`src/rtl/meanfilter_pkg.sv`:
```
// meanfilter_pkg: shared state type, depth helper and crossline detector for the mean filter.
package meanfilter_pkg;
   typedef enum logic {PRIME, RUN} state_t;
   localparam int WIN_LOG2_DEF = 3;
   function automatic int depth(input int win_log2);
      return 1 << win_log2;
   endfunction
   function automatic logic crossline(input logic [1:0] prev_top2, input logic [1:0] new_top2);
      return (prev_top2 == 2'b11 && new_top2 == 2'b00) || (prev_top2 == 2'b00 && new_top2 == 2'b11);
   endfunction
endpackage

```
`src/rtl/meanfilter_win_if.sv`:
```
// meanfilter_win_if: sample-in / window-sum-out bundle of the mean filter.
interface meanfilter_win_if #(
   parameter int DATA_WIDTH = 24,
   parameter int WIN_LOG2 = 3
);
   logic en;
   logic iValid;
   logic [DATA_WIDTH-1:0] iData;
   logic [DATA_WIDTH+WIN_LOG2-1:0] oData;
   logic [DATA_WIDTH-1:0] oMean;
   logic oValid;
   modport master(output en, iValid, iData, input oData, oMean, oValid);
   modport slave(input en, iValid, iData, output oData, oMean, oValid);
endinterface

```
`src/rtl/meanfilter_win_buf.sv`:
```
// meanfilter_win_buf: circular sample buffer with single-cycle fill of every entry.
module meanfilter_win_buf import meanfilter_pkg::*; #(
   parameter int DATA_WIDTH = 24,
   parameter int WIN_LOG2 = WIN_LOG2_DEF
) (
   input  logic                  clk,
   input  logic                  rst,
   input  logic                  wr_en,
   input  logic                  fill_all,
   input  logic                  adv,
   input  logic [DATA_WIDTH-1:0] wr_data,
   output logic [DATA_WIDTH-1:0] rd_data
);
   localparam int N = depth(WIN_LOG2);
   logic [DATA_WIDTH-1:0] mem [N];
   logic [WIN_LOG2-1:0] ptr;
   always_ff @(posedge clk) begin
      if (rst) ptr <= '0;
      else if (adv) ptr <= ptr + 1'b1;
   end
   always_ff @(posedge clk) begin
      for (int i = 0; i < N; i++)
         if (wr_en && (fill_all || ptr == WIN_LOG2'(i))) mem[i] <= wr_data;
   end
   assign rd_data = mem[ptr];
endmodule

```
`src/rtl/meanfilter_win.sv`:
```
// meanfilter_win: sliding-window mean of the last 2^WIN_LOG2 samples, one output per input sample.
module meanfilter_win import meanfilter_pkg::*; #(
   parameter int DATA_WIDTH = 24,
   parameter int WIN_LOG2 = WIN_LOG2_DEF,
   parameter bit WRAP_EN = 1'b1
) (
   input logic clk,
   input logic rst,
   meanfilter_win_if.slave bus
);
   localparam int SW = DATA_WIDTH + WIN_LOG2;
   state_t state, state_nx;
   logic acc, flush, wr_en, adv, valid;
   logic [1:0] last_top, new_top;
   logic [DATA_WIDTH-1:0] oldest;
   logic [SW-1:0] sum, sum_nx;
   assign acc = bus.iValid && !rst;
   assign new_top = bus.iData[DATA_WIDTH-1 -: 2];
   always_ff @(posedge clk) begin
      if (rst) state <= PRIME;
      else state <= state_nx;
   end
   always_comb state_nx = !acc ? state : bus.en ? RUN : PRIME;
   // crossline is judged against the last accepted sample, so last_top only moves on accept
   always_comb begin
      flush = state == PRIME || (WRAP_EN && crossline(last_top, new_top));
      wr_en = acc && bus.en;
      adv = wr_en && !flush;
      sum_nx = (!bus.en || flush) ? {bus.iData, WIN_LOG2'(0)}
                                  : sum + SW'(bus.iData) - SW'(oldest);
   end
   always_ff @(posedge clk) begin
      if (rst) begin
         sum <= '0;
         valid <= 1'b0;
         last_top <= 2'b00;
      end else begin
         valid <= bus.iValid;
         if (bus.iValid) begin
            sum <= sum_nx;
            last_top <= new_top;
         end
      end
   end
   meanfilter_win_buf #(.DATA_WIDTH(DATA_WIDTH), .WIN_LOG2(WIN_LOG2)) u_buf (
      .clk(clk), .rst(rst), .wr_en(wr_en), .fill_all(flush), .adv(adv),
      .wr_data(bus.iData), .rd_data(oldest)
   );
   assign bus.oData = sum;
   assign bus.oMean = sum[SW-1:WIN_LOG2];
   assign bus.oValid = valid;
endmodule

```
`src/flat_wrapper.sv`:
```
// flat-port wrapper written by rule: the top's interface ports become plain ports
module meanfilter_win_flat import meanfilter_pkg::*;
#(
   parameter int DATA_WIDTH = 24,
   parameter int WIN_LOG2 = WIN_LOG2_DEF,
   parameter bit WRAP_EN = 1'b1
)
  (clk, rst, bus_en, bus_iValid, bus_iData, bus_oData, bus_oMean, bus_oValid);
  meanfilter_win_if #(.DATA_WIDTH(DATA_WIDTH), .WIN_LOG2(WIN_LOG2)) bus_i ();
  input logic clk;
  input logic rst;
  input wire logic [$bits(bus_i.en)-1:0] bus_en;
  input wire logic [$bits(bus_i.iValid)-1:0] bus_iValid;
  input wire logic [$bits(bus_i.iData)-1:0] bus_iData;
  output wire logic [$bits(bus_i.oData)-1:0] bus_oData;
  output wire logic [$bits(bus_i.oMean)-1:0] bus_oMean;
  output wire logic [$bits(bus_i.oValid)-1:0] bus_oValid;
  assign bus_i.en = bus_en;
  assign bus_i.iValid = bus_iValid;
  assign bus_i.iData = bus_iData;
  assign bus_oData = bus_i.oData;
  assign bus_oMean = bus_i.oMean;
  assign bus_oValid = bus_i.oValid;
  meanfilter_win #(.DATA_WIDTH(DATA_WIDTH), .WIN_LOG2(WIN_LOG2), .WRAP_EN(WRAP_EN)) u_core (.clk(clk), .rst(rst), .bus(bus_i));
endmodule
```
`config.mk`:
```
export PLATFORM = sky130hd
export DESIGN_NAME = meanfilter_win_flat
export DESIGN_NICKNAME = d
export VERILOG_FILES = /design/src/rtl/meanfilter_pkg.sv /design/src/rtl/meanfilter_win_if.sv /design/src/rtl/meanfilter_win_buf.sv /design/src/rtl/meanfilter_win.sv /design/src/flat_wrapper.sv
export SDC_FILE = /design/constraint.sdc
export NUM_CORES = 1
export LEC_CHECK = 0
export CAP_MARGIN = 20
export CORE_ASPECT_RATIO = 1.75
export CORE_UTILIZATION = 45
export DETAILED_ROUTE_END_ITERATION = 12
export MAX_ROUTING_LAYER = met4
export PLACE_DENSITY = 0.64
export RECOVER_POWER = 25
export SLEW_MARGIN = 25
export SYNTH_ARGS = -nofsm -noshare
export SYNTH_HDL_FRONTEND = slang
export SYNTH_SLANG_ARGS = --single-unit
```
`constraint.sdc`:
```
create_clock -name clk -period 11.1 [get_ports clk]
set_clock_uncertainty 0.1 [all_clocks]
set_input_delay 1.665 -clock clk [delete_from_list [all_inputs] [get_ports clk]]
set_output_delay 1.665 -clock clk [all_outputs]
set_load 0.005 [all_outputs]
```
==> run summary <==
OUTCOME
------------------------------------------------------------------------------------
Outcome ...............................................................    completed

FLOORPLANNING
------------------------------------------------------------------------------------
Die area ..............................................................  0.0260 mm^2
Top-level I/O count ...................................................           80
Height of the chip ....................................................       213 um
Floorplan row count ...................................................           76
X dimension of the die ................................................       122 um
Initial Utilization ...................................................        0.461
Core Box Area .........................................................  0.0247 mm^2

POWER
------------------------------------------------------------------------------------
Tot Pwr ...............................................................    0.00204 W
Static leakage power ..................................................      4.60 nW
Portion of total power attributed to combinational logic ..............        0.162
Clock Power Share .....................................................        0.359
Switching share of total power ........................................        0.261
Maximum vdd drop ......................................................   0.000127 V
Power share of the sequential group ...................................        0.479
Total power per unit cell area ........................................  155 mW/mm^2
Internal power summed over all cells ..................................    0.00151 W
Switching power of the nets ...........................................   0.000533 W

PLACEMENT
------------------------------------------------------------------------------------
Final RePlAce weighted congestion .....................................        0.887
Placed Area ...........................................................  0.0124 mm^2
HPWL after detailed placement .........................................     18200 um
Buffers added on ports ................................................           79

YOSYS
------------------------------------------------------------------------------------
Compound-gate portion of the synthesized area .........................       0.0880
Xor/xnor cell area share of the yosys netlist .........................       0.0131
Fraction of registers with async set/reset ............................            0
Number of instances in the synthesized netlist ........................          849
Multiplexer area fraction after synthesis .............................        0.123
Combined area of all synthesized cells ................................  0.0114 mm^2
Simple-gate share of the synthesized area .............................       0.0595
Commonest cells post-synth ............................................ sky130_fd_sc_hd__edfxtp_1 (192), sky130_fd_sc_hd__inv_1 (107), sky130_fd_sc_hd__a21oi_1 (55)
Mean Syn Cell Area ....................................................    13.4 um^2
Yosys warning count ...................................................            0
Post-synth top area share .............................................        0.506
Cell taking the most area after synthesis ............................. sky130_fd_sc_hd__edfxtp_1
Count of different cell masters after synthesis .......................           69
Number of synthesized flops with an enable pin ........................          192
Adder and majority gate portion of the synthesized area ...............       0.0784
Yosys reg bits ........................................................          229
Main area contributors after synthesis ................................ sky130_fd_sc_hd__edfxtp_1 (51%), sky130_fd_sc_hd__mux4_2 (9.5%), sky130_fd_sc_hd__dfxtp_1 (6.5%), sky130_fd_sc_hd__fa_1 (4.2%), sky130_fd_sc_hd__ha_1 (3.6%)
Most used flip-flop cell after synthesis .............................. sky130_fd_sc_hd__edfxtp_1
Combinational family with the most area after synthesis ............... multiplexers
Most used standard cell by instance count after synthesis ............. sky130_fd_sc_hd__edfxtp_1
Synth Net Count .......................................................          934
Part of the Yosys area used for sequential elements ...................        0.571

GLOBAL ROUTING
------------------------------------------------------------------------------------
Vias in the first global route ........................................         7056
Pin count of the biggest net entering global routing ..................           36
All-layer global routing usage ........................................        0.216
Antenna violations before repair ......................................            0
First-pass GRT wire length ............................................     40200 um
Gr ovfl total .........................................................            0

DETAILED ROUTING
------------------------------------------------------------------------------------
Drt pass-1 iters ......................................................            5
DR WL/cell ............................................................      21.4 um
Count of antenna-violating nets left after detailed routing ...........            0
Count of unresolved DRC violations after routing ......................            0
DR iter-0 viols .......................................................          446
Total number of vias ..................................................         6933
Detailed-route wire length ............................................     26300 um
Via density per instance ..............................................         5.64

LAYOUT
------------------------------------------------------------------------------------
Area of all placed cells without fillers ..............................  0.0131 mm^2
Utilization of the core after routing .................................        0.531
Total inserted antenna cells ..........................................            0
Layout-stage area growth over the synthesis result ....................        15.2%
Share of layout cells above drive strength 1 ..........................        0.159
Total Nets Final ......................................................          988

STA
------------------------------------------------------------------------------------
Aggregate negative setup slack ........................................         0 ns
Tmin final ............................................................      4.84 ns
Final count of hold timing violations .................................            0
Unrepaired setup endpoints after global routing .......................           no
Final max-slew violation count ........................................            0
Max Freq ..............................................................      207 MHz
Final-report setup violation count ....................................            0
Worst slew margin relative to its limit ...............................        0.475
Tcrit/Tclk final ......................................................        0.436
Transition at the pin with the smallest max-transition slack ..........     0.787 ns

CLOCKING
------------------------------------------------------------------------------------
Post_cts resized ......................................................            0
Number of buffers added for setup after CTS ...........................            0
Root cell of the clock tree ........................................... sky130_fd_sc_hd__clkbuf_16
Number of clock sinks .................................................          229
Depth of the CTS H-tree ...............................................            1
Number of buffers inserted for hold repair after clock tree synthesis .            0
Later-pin clock latency in the skew report ............................      0.51 ns
Num CTS Buffers .......................................................           21
Clock-pin transition on the worst setup and hold timing paths .........      0.07 ns
Clock tree from TritonCTS .............................................         done
Max clock buf depth ...................................................            3

SETUP PATH
------------------------------------------------------------------------------------
Data arrival at the endpoint of the critical path .....................      5.12 ns
Critical path peak fanout .............................................           28
Element type at the critical path end .................................         flop
Startpoint-to-endpoint class of the critical path ..................... flop to flop
Element type at the critical path start ...............................         flop
Required @ worst endpoint .............................................     11.38 ns

HOLD PATH
------------------------------------------------------------------------------------
Worst min-delay path class ............................................ flop to flop

FLOW RUN
------------------------------------------------------------------------------------
Maximum Capacitance Violations ........................................            0

[flip-flops by register name, indices dropped and copies added, names as in the netlist, named ones only]
name,flops
u_core.bus.oData,27
u_core.last_top,2
u_core.bus.oValid,1
u_core.u_buf.mem,192
u_core.state,1
u_core.u_buf.ptr,3
[power groups by stage]
stage	sequential [W]	clock (W)	combinational [W]
2_1_floorplan	0.000992	0	0.000227
3_3_place_gp	0.000997	0	0.000325
3_5_place_dp	0.000997	0	0.000329
4_1_cts	0.000978	0.000746	0.000332
5_1_grt	0.000980	0.000778	0.000363
6_report	0.000978	0.000733	0.000330
[placed cells by master (no fill, tap or decap), types with 4 or more instances in the layout]
cell and count:
sky130_fd_sc_hd__a21oi_1 47, sky130_fd_sc_hd__dlygate4sd3_1 15, sky130_fd_sc_hd__nor2_1 34, sky130_fd_sc_hd__clkdlybuf4s50_1 64, sky130_fd_sc_hd__clkbuf_16 21, sky130_fd_sc_hd__o22ai_1 5
sky130_fd_sc_hd__a311oi_1 5, sky130_fd_sc_hd__dfxtp_1 35, sky130_fd_sc_hd__a221oi_1 4, sky130_fd_sc_hd__a21oi_2 5, sky130_fd_sc_hd__buf_4 13, sky130_fd_sc_hd__mux4_2 48
sky130_fd_sc_hd__ha_1 33, sky130_fd_sc_hd__nor3_1 21, sky130_fd_sc_hd__edfxtp_1 192, sky130_fd_sc_hd__nand3_1 12, sky130_fd_sc_hd__xnor2_1 10, sky130_fd_sc_hd__o21bai_1 4
sky130_fd_sc_hd__fa_1 24, sky130_fd_sc_hd__nand2_1 42, sky130_fd_sc_hd__o21a_1 11, sky130_fd_sc_hd__a21oi_4 4, sky130_fd_sc_hd__inv_1 107, sky130_fd_sc_hd__xor2_1 7
sky130_fd_sc_hd__o21ai_0 23, sky130_fd_sc_hd__o211ai_1 4, sky130_fd_sc_hd__o21ai_1 5, sky130_fd_sc_hd__nand4_1 11, sky130_fd_sc_hd__mux2i_1 5, sky130_fd_sc_hd__a31oi_1 5
sky130_fd_sc_hd__a211oi_1 15, sky130_fd_sc_hd__mux2_2 24, sky130_fd_sc_hd__clkinv_2 5
[critical path, stage by stage (launching register included)]
cell and delay [ns]:
sky130_fd_sc_hd__dfxtp_4 0.64, sky130_fd_sc_hd__buf_4 0.56, sky130_fd_sc_hd__mux4_2 0.58, sky130_fd_sc_hd__mux2_2 0.30
sky130_fd_sc_hd__fa_1 0.48, sky130_fd_sc_hd__inv_1 0.04, sky130_fd_sc_hd__ha_1 0.40, sky130_fd_sc_hd__a211oi_1 0.31
sky130_fd_sc_hd__o21ai_1 0.16, sky130_fd_sc_hd__o2111ai_1 0.22, sky130_fd_sc_hd__nand3_1 0.24, sky130_fd_sc_hd__a21boi_0 0.38
sky130_fd_sc_hd__xor2_1 0.18, sky130_fd_sc_hd__o22ai_1 0.09
[routing by layer]
metal | GRT usage | vias to the layer above | routed length, um
met3 | 0.0284 | 61 | 1010
met5 | - | - | 0
li1 | - | 3228 | -
met1 | 0.244 | 3490 | 10400
met2 | 0.384 | 154 | 14000
met4 | 0.0824 | 0 | 877
[area by class of cell]
cell class / instances / area (um^2)
fillers: 2108 / 11600
well taps: 312 / 390
multi-input cells: 448 / 4190
clock buffers: 24 / 557
inverters: 108 / 405
clock inverters: 13 / 133
repair buffers: 95 / 946
flip-flops and latches: 229 / 6510
[cell families (layout without fill, tap and decap cells)]
family | count (synthesis) | count (layout)
XOR/XNOR | 17 | 17
flip-flops | 229 | 229
multiplexers | 77 | 77
adder cells (fa/ha/maj) | 57 | 57
AO/OA/AOI/OAI | 157 | 157
AND/OR/NAND/NOR | 140 | 140
buffers and inverters | 172 | 240
[final timing paths]
path,startpoint,endpoint,slack (ns),cells past startpoint
setup / recovery,flop,u_core.bus.oData[18],6.26,13
hold / removal,u_core.last_top[0],u_core.last_top[0],0.39,2
setup reg to reg,flop,u_core.bus.oData[18],6.26,13
hold reg to reg,u_core.last_top[0],u_core.last_top[0],0.39,2
[per-stage QoR]
stage,cells,setup slack (ns),hold slack [ns]
after global placement,1189,5.86,0.363
after CTS,1229,6.22,0.383
final,1229,6.26,0.388
after detailed placement,1192,5.83,0.373
after global routing,1229,5.95,0.420
after floorplan,849,6.90,0.354
Power figures use the tool's default switching activity.
